--- config.mk ---
export PLATFORM = sky130hd
export DESIGN_NAME = bram_loader
export DESIGN_NICKNAME = d
export VERILOG_FILES = /design/src/rtl/bram_loader_pkg.sv /design/src/rtl/bram_sdp.sv /design/src/rtl/bram_loader.sv
export SDC_FILE = /design/constraint.sdc
export NUM_CORES = 1
export LEC_CHECK = 0
export BUFFER_PORTS_ARGS = -buffer_cell sky130_fd_sc_hd__buf_2
export CAP_MARGIN = 20
export CORE_ASPECT_RATIO = 1.2
export CORE_MARGIN = 5
export CORE_UTILIZATION = 45
export DETAILED_ROUTE_END_ITERATION = 8
export PLACE_DENSITY = 0.67
export RECOVER_POWER = 50
export SYNTH_ARGS = -nofsm -noshare
export SYNTH_HDL_FRONTEND = slang
export SYNTH_HIERARCHICAL = 1
export SYNTH_SLANG_ARGS = --single-unit
--- constraint.sdc ---
create_clock -name clk -period 2.6 [get_ports clk]
set_input_delay 0.52 -clock clk [delete_from_list [all_inputs] [get_ports clk]]
set_output_delay 0.52 -clock clk [all_outputs]
set_load 0.05 [all_outputs]
--- src/rtl/bram_loader_pkg.sv ---
// bram_loader_pkg: shared state encoding and default sizing for the BRAM loader
package bram_loader_pkg;
   typedef enum logic [1:0] {
      IDLE = 2'd0,
      LOAD = 2'd1,
      DONE = 2'd2
   } state_t;
   localparam int DEPTH_DEF = 10;
   localparam int WIDTH_DEF = 4;
   localparam int AW        = 4;
endpackage

--- src/rtl/bram_sdp.sv ---
// bram_sdp: simple dual-port RAM, one write port, one registered read port returning old data on collision
module bram_sdp
   import bram_loader_pkg::*;
#(
   parameter int DEPTH = DEPTH_DEF,
   parameter int WIDTH = WIDTH_DEF
) (
   input  logic             clk,
   input  logic             rst_n,
   input  logic             we,
   input  logic [AW-1:0]    wr_addr,
   input  logic [WIDTH-1:0] wr_data,
   input  logic [AW-1:0]    rd_addr,
   output logic [WIDTH-1:0] rd_data
);
   localparam logic [AW:0] DEPTH_W = (AW+1)'(DEPTH);
   logic [WIDTH-1:0] mem [DEPTH];
   logic [WIDTH-1:0] rd_data_d, rd_data_q;
   // addresses beyond the array read back as zero
   always_comb rd_data_d = ({1'b0, rd_addr} < DEPTH_W) ? mem[rd_addr] : '0;
   // storage is left unreset so it maps onto block RAM
   always_ff @(posedge clk)
      if (we && ({1'b0, wr_addr} < DEPTH_W)) mem[wr_addr] <= wr_data;
   // read register samples pre-write contents, giving read-old-data on collision
   always_ff @(posedge clk or negedge rst_n)
      if (!rst_n) rd_data_q <= '0;
      else        rd_data_q <= rd_data_d;
   assign rd_data = rd_data_q;
endmodule

--- src/rtl/bram_loader.sv ---
// bram_loader: streams DEPTH words into a BRAM under a start/abort handshake, with an independent read port
module bram_loader
   import bram_loader_pkg::*;
#(
   parameter int DEPTH = DEPTH_DEF,
   parameter int WIDTH = WIDTH_DEF
) (
   input  logic             clk,
   input  logic             rst_n,
   input  logic             start,
   input  logic             abort,
   input  logic             in_valid,
   input  logic [WIDTH-1:0] in_data,
   output logic             in_ready,
   input  logic [3:0]       rd_addr,
   output logic [WIDTH-1:0] rd_data,
   output logic             busy,
   output logic             done,
   output logic [3:0]       count
);
   localparam logic [AW-1:0] LAST = AW'(DEPTH - 1);
   state_t        state_q, state_d;
   logic [AW-1:0] wr_ptr_q, wr_ptr_d, count_q, count_d;
   logic          we;
   // next-state: start opens a load, abort discards the current beat, the last beat finishes
   always_comb begin
      state_d  = state_q;
      wr_ptr_d = wr_ptr_q;
      count_d  = count_q;
      we       = 1'b0;
      case (state_q)
         IDLE: if (start) begin
            state_d  = LOAD;
            wr_ptr_d = '0;
            count_d  = '0;
         end
         LOAD: if (abort) state_d = IDLE;
         else if (in_valid) begin
            we       = 1'b1;
            count_d  = count_q + 4'd1;
            state_d  = (wr_ptr_q == LAST) ? DONE : LOAD;
            wr_ptr_d = (wr_ptr_q == LAST) ? wr_ptr_q : wr_ptr_q + 4'd1;
         end
         DONE: state_d = IDLE;
         default: state_d = IDLE;
      endcase
   end
   // control registers, cleared asynchronously so a reset mid-load drops the load
   always_ff @(posedge clk or negedge rst_n)
      if (!rst_n) begin
         state_q  <= IDLE;
         wr_ptr_q <= '0;
         count_q  <= '0;
      end else begin
         state_q  <= state_d;
         wr_ptr_q <= wr_ptr_d;
         count_q  <= count_d;
      end
   assign busy     = (state_q == LOAD);
   assign in_ready = (state_q == LOAD);
   assign done     = (state_q == DONE);
   assign count    = count_q;
   bram_sdp #(.DEPTH(DEPTH), .WIDTH(WIDTH)) u_mem (
      .clk     (clk),
      .rst_n   (rst_n),
      .we      (we),
      .wr_addr (wr_ptr_q),
      .wr_data (in_data),
      .rd_addr (rd_addr),
      .rd_data (rd_data)
   );
endmodule

==> summary.txt, run 1 <==
Run status
  • Status: finished clean

Placed design
  • Final Wtd Congestion: 0.861
  • Detailed placement HPWL: 3270 µm
  • Post-Place Cells: 248
  • Post-DP Area: 0.00250 mm²
  • Worst slack, placed: 0.288 ns
  • Port bufs: 23

Floorplanning
  • IO Pins: 24
  • Initial Util: 45.5%
  • Die Width: 76.1 µm
  • DIE HEIGHT: 89.3 µm
  • Die area: 0.00680 mm²
  • Core box area: 0.00519 mm²
  • Row Count: 29

Critical path
  • CP arrival: 2.10 ns
  • Worst Path Required: 2.54 ns
  • CP max FO: 9
  • FF-to-FF End: u_mem/mem[0][0]
  • R2R Path Start: state_q[1]
  • Setup crit start: state_q[1]
  • Worst Setup End Kind: flip-flop
  • Path depth of the worst reg2reg path: 4
  • Critical path class: flip-flop to flip-flop
  • Reg2Reg Setup Slack: 0.44 ns
  • CP startpoint kind: flip-flop

STA
  • Final TNS setup: 0 ns
  • Slew @ Worst Pin: 0.779 ns
  • Clock Skews: 0.00592 ns
  • Setup ws final: 0.442 ns
  • Max Freq: 0.463 GHz
  • RSZ-0062 raised after global routing: no
  • Endpoints failing setup: 0
  • Relative slew slack: 48.0%
  • WHS: 0.267 ns
  • Final-report max-slew violation count: 0
  • Final period util: 83.0%
  • Fin. Hold Viols: 0
  • Crit path time final: 2.16 ns

Synthesis
  • Yosys warnings: 6
  • Syn Nets: 184
  • Flops & latches, synth: 54
  • Netlist Area Pre-Place: 0.00236 mm²
  • Mean Syn Cell Area: 14.0 µm²
  • Most used flip-flop cell after synthesis: edfxtp_1
  • Ys async rst share: 25.9%
  • Cell variety after synth: 36
  • Register area share after synthesis: 65.7%
  • Number of enable flip-flop cells after synthesis: 40
  • Gate count of the mapped netlist: 168

Finish
  • Reg area: 0.00155 mm²
  • Layout net count: 209
  • Fin cells: 256
  • Multi-input logic area: 729 µm²
  • Layout area overhead: 9.28%
  • Fin area: 0.00258 mm²
  • Antenna diodes: 0
  • Share of layout cells above drive strength 1: 18.0%
  • Filler cell count: 467
  • Core Util, Final: 49.7%

Detailed routing
  • DRT Wirelength: 4450 µm
  • Via count: 1452
  • Drt pass-1 iters: 4
  • Drt initial violations: 101
  • DRC Markers: 0
  • DR vias/cell: 5.67
  • Routed Antenna Nets: 0
  • WL per Instance: 17.4 µm

GRT
  • Total GRT Usage: 13.9%
  • Initial antenna violation count: 0
  • Total grt overflow: 0
  • Largest net degree at the start of global routing: 29
  • First-pass GRT wire length: 7390 µm
  • Vias in the first global route: 1493

Clock tree
  • Clk root buf: clkbuf_8
  • TritonCTS clock tree: done
  • Clock buffer depth: 2
  • Post-CTS Hold Buffers: 0
  • CTS buffer count: 5
  • Worst-path clk slew: 0.09 ns
  • CTS H-Tree Depth: 2
  • Clk_lat worst skew: 0.30 ns
  • CTS Sinks: 54
  • CTS resizes: 0
  • Post-CTS setup buffer count: 0

Pwr
  • Power Dens Cells: 681 mW/mm²
  • Leak: 0.922 nW
  • Tot Pwr: 1.76 mW
  • Worst IR drop on VDD: 0.341 mV

Flow run
  • Max Cap Violations: 0

Min path
  • Hold Crit Class: input port to asynchronous set/reset pin
## report_power, final
group	switching [mW]	internal (mW)
logic	0.179	0.0956
registers	0.0775	0.976
clock network	0.242	0.186
total	0.499	1.26
## registers in the layout, summed over array words and instances (netlist names)
register       count
state_q            2
u_mem/mem         40
u_mem/rd_data      4
count              4
wr_ptr_q           4
## cell usage after synthesis (4+ instances only)
cell / instances / area [µm²]
edfxtp_1: 40 / 1200
dfrtp_1: 14 / 350
nand2_1: 11 / 41.3
nor2b_1: 10 / 62.6
mux2_2: 8 / 90.1
nor2_1: 8 / 30.0
inv_1: 6 / 22.5
nand2b_1: 6 / 37.5
o211ai_1: 5 / 37.5
o22ai_1: 5 / 31.3
a2111oi_0: 4 / 35.0
a211oi_1: 4 / 30.0
mux2_1: 4 / 45.0
nand3_1: 4 / 20.0
o41ai_1: 4 / 35.0
## layout make-up
class                      instances  area share, %
sequential                        54           60.2
tap                               62           3.01
clock buffer                       6           2.81
timing repair buffer              24           4.51
multi-input combinational        102           28.3
inverter                           6          0.873
clock inverter                     2          0.340
## worst max-delay path, stage by stage (launching register included)
cell,delay [ns]
dfrtp_1,0.48
nand4bb_1,0.25
inv_1,0.16
or3b_2,0.51
nor3_1,0.41
## how the worst max path moves through the flow
stage | cells past startpoint | to | slack, ns
5_1_grt | 4 | u_mem/mem[0][0] | 0.28
3_3_place_gp | 5 | u_mem/mem[0][0] | 0.38
4_1_cts | 4 | u_mem/mem[0][0] | 0.44
2_1_floorplan | 2 | in_ready | 0.46
3_5_place_dp | 5 | u_mem/mem[0][1] | 0.29
6_report | 4 | u_mem/mem[0][0] | 0.44
## layout by cell type (no fill, tap or decap), types with 4 or more instances in the layout
cell       synthesis  routed
a211oi_1           4       4
nor2_1             8       8
clkbuf_8           0       5
nor2b_1           10      10
o41ai_1            4       4
dfrtp_1           14      14
o211ai_1           5       5
edfxtp_1          40      40
clkbuf_1           0       6
nand3_1            4       4
nand2_1           11      11
mux2_1             4       4
mux2_2             8       8
buf_2              2      18
inv_1              6       6
o22ai_1            5       5
nand2b_1           6       6
a2111oi_0          4       4
## metal layers
metal  global-route usage (%)  wire length, µm  up-vias
met5                        0                0        -
met4                     6.52              121        0
met3                     3.43              233        8
met2                     26.3             2410       38
met1                     14.7             1690      712
li1                         -                -      694
## cell families (layout without fill, tap and decap cells)
| logic type | count (synthesis) | count (layout) | share of synthesized area (%) |
|---|---|---|---|
| flops | 54 | 54 | 65.7 |
| simple gates | 57 | 57 | 14.4 |
| fa+ha+maj | 3 | 3 | 1.59 |
| mux | 12 | 12 | 5.73 |
| compound gates | 30 | 30 | 9.23 |
| buf+inv | 12 | 38 | 3.34 |
Note: power is estimated with default switching activity, not from simulation.
==> run 2, diff against run 1 <==
clock period = 2 ns   (was 2.6 ns; I/O delays follow)
==> summary.txt, run 2 (same netlist as run 1, synthesis figures left out) <==
Finish
  • Layout net count: 218 (+4.3%)
  • Antenna diodes: 0 (unchanged)
  • Largest Register: u_mem/mem
  • Core Util, Final: 51.7% (+2.0 points)
  • Layout area overhead: 13.7%
  • Max reg flops: 40 (unchanged)
  • Most common cell after layout, fill and taps aside: edfxtp_1
  • Commonest cells after routing, fill and taps aside: edfxtp_1 (40), buf_2 (16), dfrtp_1 (14)
  • Fin cells: 265 (+3.5%)
  • Fin area: 0.00268 mm² (+4.0%)
  • Share of layout cells above drive strength 1: 21.7% (+3.6 points)

Detailed routing
  • Via count: 1480 (+1.9%)
  • WL per Instance: 16.8 µm (-3.5%)
  • DRC Markers: 0 (unchanged)
  • DRT Wirelength: 4450 µm (about the same)
  • Drt initial violations: 117 (+16%)
  • Drt pass-1 iters: 4 (unchanged)
  • Routed Antenna Nets: 0 (unchanged)
  • DR vias/cell: 5.58 (-1.5%)

Clock tree
  • CTS H-Tree Depth: 2 (unchanged)
  • Post-CTS setup buffer count: 0 (unchanged)
  • Clk_lat worst skew: 0.30 ns (about the same)
  • CTS buffer count: 5 (unchanged)
  • Clock buffer depth: 2 (unchanged)
  • Post-CTS Hold Buffers: 0 (unchanged)
  • TritonCTS clock tree: done
  • Clk root buf: clkbuf_8
  • Worst-path clk slew: 0.09 ns (about the same)
  • CTS resizes: 0 (unchanged)
  • CTS Sinks: 54 (unchanged)

STA
  • Slew @ Worst Pin: 0.842 ns (+0.0628 ns)
  • Final TNS setup: 0 ns (unchanged)
  • Max Freq: 0.546 GHz (+18%)
  • WHS: 0.338 ns (+0.0713 ns)
  • Final period util: 91.5% (+8.5 points)
  • Crit path time final: 1.83 ns (-0.327 ns)
  • RSZ-0062 raised after global routing: no
  • Setup ws final: 0.169 ns (-0.273 ns)
  • Relative slew slack: 43.9% (-4.2 points)
  • Clock Skews: 0.00692 ns (+0.000997 ns)
  • Endpoints failing setup: 0 (unchanged)
  • Final-report max-slew violation count: 0 (unchanged)
  • Fin. Hold Viols: 0 (unchanged)

Pwr
  • Leak: 0.973 nW (+5.6%)
  • Worst IR drop on VDD: 0.552 mV (+62%)
  • Power Dens Cells: 919 mW/mm² (+35%)
  • Tot Pwr: 2.47 mW (+40%)

Critical path
  • Path depth of the worst reg2reg path: 4 (unchanged)
  • Cell Chain, Critical Path: nand4bb_1, inv_1, or3b_2, nor2_1
  • R2R Path Start: state_q[1]
  • Reg2Reg Setup Slack: 0.17 ns (-0.27 ns)
  • Levels on crit path: 4 (unchanged)
  • FF-to-FF End: u_mem/mem[1][0]
  • CP max FO: 4 (-5)
  • Crit-path slowest cell: or3b_2
  • CP startpoint kind: flip-flop
  • CP arrival: 1.80 ns (-0.30 ns)
  • Setup crit start: state_q[1]
  • CP top delay family: simple AND/OR/NAND/NOR gates
  • Worst Setup End Kind: flip-flop
  • Critical path class: flip-flop to flip-flop
  • Worst Path Required: 1.97 ns (-0.57 ns)
  • Slowest stage delay, CP: 0.51 ns (about the same)
  • Critical path buffers and inverters: 1 (unchanged)
  • Critical Path Sink: u_mem/mem[1][0]

Floorplanning
  • IO Pins: 24 (unchanged)
  • DIE HEIGHT: 89.3 µm (unchanged)
  • Die area: 0.00680 mm² (unchanged)
  • Core box area: 0.00519 mm² (unchanged)
  • Initial Util: 45.5% (unchanged)
  • Die Width: 76.1 µm (unchanged)
  • Row Count: 29 (unchanged)

Min path
  • Hold Crit Class: input port to flip-flop

Placed design
  • Post-DP Area: 0.00257 mm² (+2.7%)
  • Post-Place Cells: 256 (+3.2%)
  • Final Wtd Congestion: 0.846 (-1.7%)
  • Worst slack, placed: 0.0292 ns (-0.259 ns)
  • Port bufs: 23 (unchanged)
  • Detailed placement HPWL: 3230 µm (-1.2%)

GRT
  • Total GRT Usage: 14.0% (+0.022 points)
  • Total grt overflow: 0 (unchanged)
  • First-pass GRT wire length: 7400 µm (+0.19%)
  • Vias in the first global route: 1572 (+5.3%)
  • Largest net degree at the start of global routing: 26 (-10%)
  • Initial antenna violation count: 0 (unchanged)

Flow run
  • Max Cap Violations: 0 (unchanged)

Run status
  • Status: finished clean
## run 2: changes by cell type in the layout (fill, tap and decap cells not counted)
cell,previous run,this run
nor2b_2,0,1
clkbuf_1,6,8
clkinvlp_4,0,1
bufinv_16,0,1
buf_4,1,9
nor3_2,0,1
dlygate4sd3_1,0,1
nor3_1,3,2
clkinv_1,1,0
nor2b_1,10,9
clkinv_2,1,0
buf_2,18,16
## run 2: layer usage
| layer | global-route usage, % | vias up | share of wire (%) |
|---|---|---|---|
| met5 | 0 | - | 0 |
| met4 | 6.20 | 0 | 2.7 |
| met3 | 4.33 | 13 | 4.9 |
| met2 | 24.9 | 40 | 50 |
| met1 | 15.5 | 716 | 42 |
| li1 | - | 711 | - |
## run 2: how the worst min path moves through the flow
stage	startpoint	to	slack, ns	cells past startpoint
floorplan	rst_n	count[0]	0.10	0
global placement	rst_n	u_mem/rd_data[3]	0.32	1
detailed placement	rst_n	u_mem/rd_data[3]	0.33	1
CTS	rst_n	u_mem/rd_data[0]	0.002	1
global route	rd_addr[3]	u_mem/rd_data[2]	0.33	2
finish	rd_addr[3]	u_mem/rd_data[2]	0.34	2
## run 2: worst reg2reg max path, stage by stage, from the launching register on
cell and delay, ns:
dfrtp_1 0.38, nand4bb_1 0.20, inv_1 0.09, or3b_2 0.51, nor2_1 0.32
## run 2: layout make-up
cell class | instances | area (µm²)
Clock buffer | 6 | 72.6
Clock inverter | 2 | 37.5
Fill cell | 447 | 2510
Inverter | 6 | 22.5
Multi-Input combinational cell | 102 | 737
Sequential cell | 54 | 1550
Tap cell | 62 | 77.6
Timing Repair Buffer | 33 | 184
## run 2: power by group
part           switching [mW]  internal [mW]
clock network           0.325          0.373
registers              0.0406           1.27
logic                   0.297          0.160
